`src/rtl/icache_dm_if.sv`:
```
// CPU-fetch and backing-memory refill signals of the direct-mapped instruction cache.
// The slave modport is the cache; the master modport is the CPU/memory side.
interface icache_dm_if #(
  parameter int ADDR_W = 32
);
  logic              cpu_req;
  logic [ADDR_W-1:0] cpu_addr;
  logic [31:0]       cpu_inst;
  logic              cpu_ready;
  logic              flush;
  logic              mem_req;
  logic [ADDR_W-1:0] mem_addr;
  logic              mem_ack;
  logic [31:0]       mem_rdata;

  modport slave (
    input  cpu_req, cpu_addr, flush, mem_ack, mem_rdata,
    output cpu_inst, cpu_ready, mem_req, mem_addr
  );

  modport master (
    output cpu_req, cpu_addr, flush, mem_ack, mem_rdata,
    input  cpu_inst, cpu_ready, mem_req, mem_addr
  );
endinterface

```
`src/rtl/icache_dm.sv`:
```
// Direct-mapped, one-word-per-line, read-only instruction cache with zero-latency hits.
// Optional ICACHE_PERF_CNT_EN adds hit_cnt/miss_cnt performance counter ports.
module icache_dm #(
  parameter int INDEX_BITS = 6,
  parameter int ADDR_W     = 32
) (
  input  logic          clk,
  input  logic          rst,
`ifdef ICACHE_PERF_CNT_EN
  icache_dm_if.slave    bus,
  output logic [31:0]   hit_cnt,
  output logic [31:0]   miss_cnt
`else
  icache_dm_if.slave    bus
`endif
);
  localparam int LINES = 1 << INDEX_BITS;
  localparam int TAG_W = ADDR_W - INDEX_BITS - 2;

  typedef enum logic {IDLE, REFILL} state_t;

  state_t            state_q, state_d;
  logic [LINES-1:0]  valid_q;
  logic              abort_q;
  logic [ADDR_W-1:0] mem_addr_q;

  logic [TAG_W-1:0]  tag_mem  [LINES];
  logic [31:0]       data_mem [LINES];

  logic [INDEX_BITS-1:0] idx, ridx;
  logic [TAG_W-1:0]      tag_in, rtag;
  logic                  hit, start, done;
  logic                  unused_addr_bits;

  assign idx    = bus.cpu_addr[INDEX_BITS+1:2];
  assign tag_in = bus.cpu_addr[ADDR_W-1:INDEX_BITS+2];
  // Refill writes go to the latched address, so a redirected PC cannot disturb them.
  assign ridx   = mem_addr_q[INDEX_BITS+1:2];
  assign rtag   = mem_addr_q[ADDR_W-1:INDEX_BITS+2];
  assign unused_addr_bits = ^bus.cpu_addr[1:0];

  always_comb begin
    state_d = state_q;
    hit     = 1'b0;
    start   = 1'b0;
    done    = 1'b0;
    case (state_q)
      IDLE: begin
        hit = bus.cpu_req && valid_q[idx] && (tag_mem[idx] == tag_in) && !bus.flush;
        if (bus.cpu_req && !hit && !bus.flush) begin
          start   = 1'b1;
          state_d = REFILL;
        end
      end
      REFILL: begin
        if (bus.mem_ack) begin
          done    = 1'b1;
          state_d = IDLE;
        end
      end
      default: state_d = IDLE;
    endcase
  end

  assign bus.cpu_ready = hit;
  assign bus.cpu_inst  = hit ? data_mem[idx] : 32'd0;
  assign bus.mem_req   = (state_q == REFILL);
  assign bus.mem_addr  = mem_addr_q;

  always_ff @(posedge clk or posedge rst) begin
    if (rst) begin
      state_q    <= IDLE;
      valid_q    <= '0;
      abort_q    <= 1'b0;
      mem_addr_q <= '0;
    end else begin
      state_q <= state_d;
      if (start)
        mem_addr_q <= {bus.cpu_addr[ADDR_W-1:2], 2'b00};
      // Flush beats a coincident ack: the line lands in the arrays but stays invalid.
      if (bus.flush)
        valid_q <= '0;
      else if (done && !abort_q)
        valid_q[ridx] <= 1'b1;
      abort_q <= (state_q == REFILL) && !done && (abort_q || bus.flush);
    end
  end

  always_ff @(posedge clk) begin
    if (done) begin
      tag_mem[ridx]  <= rtag;
      data_mem[ridx] <= bus.mem_rdata;
    end
  end

`ifdef ICACHE_PERF_CNT_EN
  always_ff @(posedge clk or posedge rst) begin
    if (rst) begin
      hit_cnt  <= '0;
      miss_cnt <= '0;
    end else if (bus.flush) begin
      hit_cnt  <= '0;
      miss_cnt <= '0;
    end else begin
      if (hit)
        hit_cnt <= hit_cnt + 32'd1;
      if (start)
        miss_cnt <= miss_cnt + 32'd1;
    end
  end
`endif
endmodule

```
`src/flat_wrapper.sv`:
```
// flat-port wrapper written by rule: the top's interface ports become plain ports
module icache_dm_flat 
#(
  parameter int INDEX_BITS = 6,
  parameter int ADDR_W     = 32
)
  (clk, rst, bus_cpu_req, bus_cpu_addr, bus_flush, bus_mem_ack, bus_mem_rdata, bus_cpu_inst, bus_cpu_ready, bus_mem_req, bus_mem_addr);
  icache_dm_if #(.ADDR_W(ADDR_W)) bus_i ();
  input  logic clk;
  input  logic rst;
  input wire logic [$bits(bus_i.cpu_req)-1:0] bus_cpu_req;
  input wire logic [$bits(bus_i.cpu_addr)-1:0] bus_cpu_addr;
  input wire logic [$bits(bus_i.flush)-1:0] bus_flush;
  input wire logic [$bits(bus_i.mem_ack)-1:0] bus_mem_ack;
  input wire logic [$bits(bus_i.mem_rdata)-1:0] bus_mem_rdata;
  output wire logic [$bits(bus_i.cpu_inst)-1:0] bus_cpu_inst;
  output wire logic [$bits(bus_i.cpu_ready)-1:0] bus_cpu_ready;
  output wire logic [$bits(bus_i.mem_req)-1:0] bus_mem_req;
  output wire logic [$bits(bus_i.mem_addr)-1:0] bus_mem_addr;
  assign bus_i.cpu_req = bus_cpu_req;
  assign bus_i.cpu_addr = bus_cpu_addr;
  assign bus_i.flush = bus_flush;
  assign bus_i.mem_ack = bus_mem_ack;
  assign bus_i.mem_rdata = bus_mem_rdata;
  assign bus_cpu_inst = bus_i.cpu_inst;
  assign bus_cpu_ready = bus_i.cpu_ready;
  assign bus_mem_req = bus_i.mem_req;
  assign bus_mem_addr = bus_i.mem_addr;
  icache_dm #(.INDEX_BITS(INDEX_BITS), .ADDR_W(ADDR_W)) u_core (.clk(clk), .rst(rst), .bus(bus_i));
endmodule
```
`config.mk`:
```
export PLATFORM = sky130hd
export DESIGN_NAME = icache_dm_flat
export DESIGN_NICKNAME = d
export VERILOG_FILES = /design/src/rtl/icache_dm_if.sv /design/src/rtl/icache_dm.sv /design/src/flat_wrapper.sv
export SDC_FILE = /design/constraint.sdc
export NUM_CORES = 2
export LEC_CHECK = 0
export ABC_AREA = 0
export CAP_MARGIN = 20
export CORE_ASPECT_RATIO = 0.6
export CORE_MARGIN = 8
export CORE_UTILIZATION = 41
export CTS_CLUSTER_SIZE = 14
export DETAILED_ROUTE_END_ITERATION = 7
export PLACE_DENSITY = 0.6
export SYNTH_ARGS = -nofsm -noshare
export SYNTH_HDL_FRONTEND = slang
export SYNTH_SLANG_ARGS = --single-unit
```
`constraint.sdc`:
```
create_clock -name clk -period 12.3 [get_ports clk]
set_input_delay 2.46 -clock clk [delete_from_list [all_inputs] [get_ports clk]]
set_output_delay 2.46 -clock clk [all_outputs]
set_load 0.01 [all_outputs]
```
==> out/results.ini <==
[run_status]
status = completed

[clocking]
clock_path_buffers = 4
postCtsSetupRepairBufs = 0
cts.sinks = 3680
cts_made_buffers = 332
cts-hold-fix-buffers = 0
clk_pin_slew_ns = 0.07
buffer_cell_driving_the_clock_tree_root = clkbuf_16
tritoncts = built
cts-resized-gates = 0
htree_num_levels = 5
clk-insertion-delay-late_ns = 0.88

[synth]
netlist_top_cells_area = edfxtp_1, mux4_2, dfrtp_1
number_of_warnings_printed_during_yosys_synthesis = 0
netlist_instances = 6108
netlist.area_leader.share = 0.760
synthDominantAreaCellType = edfxtp_1
synth-seq-cells = 3680
synth.distinct_cells = 79
synth_xor_xnor_area_share = 0.00167
synthMuxAreaShare = 0.176
combinational_family_with_the_most_area_after_synthesis = multiplexers
yosys.area_share.simple = 0.0166
synth_area_per_cell_um2 = 23.2
synth-async-reset-ratio = 0.0261
synth_sequential_area_ratio = 0.776
synthesis.area_um2 = 142000
synth_edf_count = 3584
synth-compound-area-share = 0.0162
synthFlopType = edfxtp_1
synth_area_in_adders = 0

[timing]
clock.fmax_mhz = 93.6
tightestPinTransition_ns = 1.19
tns_ns = 0
setup-violations-final = 0
rsz0062_at_grt = no
report.final.hold_viol_count = 0
final.setup_skew_ns = 0.0432
worst_hold_slack_ns = 0.497
relSlewSlack = 0.207
timing.final.crit_period_ns = 10.69
fin_ws_ns = 1.61
timing.final.max_slew_violations = 0
post-route-period-util = 0.869

[setup_path]
worst_ep_required_time_ns = 9.84
critical_path_peak_fanout = 58
reg2reg_slack_ns = 7.37
setup.worst_path.class = in -> out
rr_startpoint = u_core.bus.mem_req$_DFF_PP0_
timing.critical_path.to_type = output port
rr_endpoint = u_core.data_mem[46][12]$_DFFE_PP_
critical_path_arrival_ns = 8.23
setup.worst_path.start = bus_cpu_addr[3]
reg2regPathDepth = 6
critPathLaunchType = primary input

[drt]
drt_iter0_drc = 11800
via_per_inst = 6.33
antenna_left = 0
firstDrtPassIters = 8
route.detailed.wl_per_inst_um = 38.4
post-route-drc-count = 0
totalWireLength_um = 434000
vias = 71600

[global_routing]
global_route_wire_length_before_repair_um = 588000
via_count_of_the_first_global_routing_pass = 68900
grt_antenna_before_repair = 32
grt_max_degree = 123
track_usage = 0.231
grt.overflow.total = 0

[layout]
finalNetCount = 6585
filler_cell_count = 28000
final_cell_mix = edfxtp_1, mux4_2, clkbuf_16
post_route_cells_drive_above_1_share = 0.278
final_cell_count_no_fill = 11300
synthToLayoutAreaGrowth_pct = 12.6
layout.cells.most_common = edfxtp_1

[floorplanning]
row_count = 167
initial_utilization = 0.411
core_region_area_um2 = 345000
die_y_um = 471
io_pins = 135
die_width_um = 775
dieArea_um2 = 365000

[power_and_ir_drop]
power.combinational.fraction = 0.065
power.share.clock = 0.380
power.switching_fraction = 0.225
share_seq_of_total_power = 0.555
power.switching_mw = 5.79
max-vdd-ir-drop_uv = 157
power.density_nw_per_um2 = 161
leakagePower_nw = 49.6
report.power.total_mw = 25.7
power_report.internal_total_mw = 19.9

[worst_hold_path]
worst_hold_startpoint = u_core.valid_q[61]$_DFFE_PP0P_
hold_crit_depth = 2
hold-path-endpoint = u_core.valid_q[61]$_DFFE_PP0P_
hp-class = reg -> reg

[placed_design]
finalWeightedCongestion = 0.819
placement.io_buffers = 130
dp_slack_ns = 1.56
dp_hpwl_um = 243000
placed_cells = 10700

[flow_run]
count_of_maximum_capacitance_violations = 0

## critical path: stages
cell             delay, ns
buf_8                 0.35
buf_4                 0.41
buf_4                 0.45
nor2b_1               0.81
nand2_1               0.10
a31oi_1               0.22
a21oi_1               0.08
a21oi_1               0.75
nand4_1               0.18
nor4b_1               0.35
nand4b_1              0.19
buf_4                 0.30
a311oi_1              0.52
clkdlybuf4s50_1       0.65
## final cells by class
class	instances	area (µm²)	area share
Timing Repair Buffer	406	3660	0.0229
Multi-Input combinational cell	2086	30400	0.190
Clock inverter	118	830	0.00520
Inverter	10	50.0	0.000314
Tap cell	4563	5710	0.0358
Sequential cell	3680	110000	0.690
Clock buffer	434	8880	0.0557
Antenna cell	6	15.0	0.0000941
## synth_stat cells, types with 44 or more instances
library cell  count
nor2_1          182
nand3_1          44
nand2_1         102
edfxtp_1       3584
buf_2            99
clkbuf_1        153
a21oi_1          95
mux2i_1         183
dfrtp_1          96
a22oi_1          87
mux4_2          988
nor2b_1          59
## worst max path at each step
stage | to | slack [ns]
2_1_floorplan | bus_cpu_inst[0] | 3.88
3_3_place_gp | bus_cpu_inst[17] | 1.66
3_5_place_dp | bus_cpu_inst[18] | 1.56
4_1_cts | bus_cpu_inst[18] | 1.52
5_1_grt | bus_cpu_inst[17] | 1.42
6_report | bus_cpu_inst[18] | 1.61
## per-layer routing
| layer | up-vias | global-route usage | wire, µm |
|---|---|---|---|
| li1 | 26900 | - | - |
| met1 | 39500 | 0.361 | 185000 |
| met2 | 4704 | 0.328 | 186000 |
| met3 | 499 | 0.0611 | 55200 |
| met4 | 4 | 0.0417 | 8130 |
| met5 | - | 0 | 25 |
## flip-flops by register name (all words and copies together), names as in the netlist
name,count
u_core.bus.mem_req,1
u_core.tag_mem,1536
u_core.data_mem,2048
u_core.valid_q,64
u_core.bus.mem_addr,30
u_core.abort_q,1
## power groups by stage
stage                     combinational (mW)  sequential [mW]  clock, mW
after global routing                    1.76             14.3       10.4
after CTS                               1.56             14.4       9.91
final                                   1.69             14.3       9.77
after detailed placement                1.55             14.6          0
after global placement                  1.52             14.6          0
after floorplan                        0.786             14.6          0
## kinds of logic after synthesis
group                     after synthesis
AOI/OAI and AO/OA                     333
xor gates and xnor gates               27
buffers and inverters                 343
DFF                                  3680
muxes                                1232
other                                   1
and+or+nand+nor                       492
## per-stage QoR
step | util | instance area [µm²]
finish | 0.463 | 160000
global route | 0.463 | 160000
CTS | 0.462 | 159000
detailed placement | 0.434 | 149000
global placement | 0.434 | 149000
floorplan | - | 142000
(Power assumes the default switching activity.)
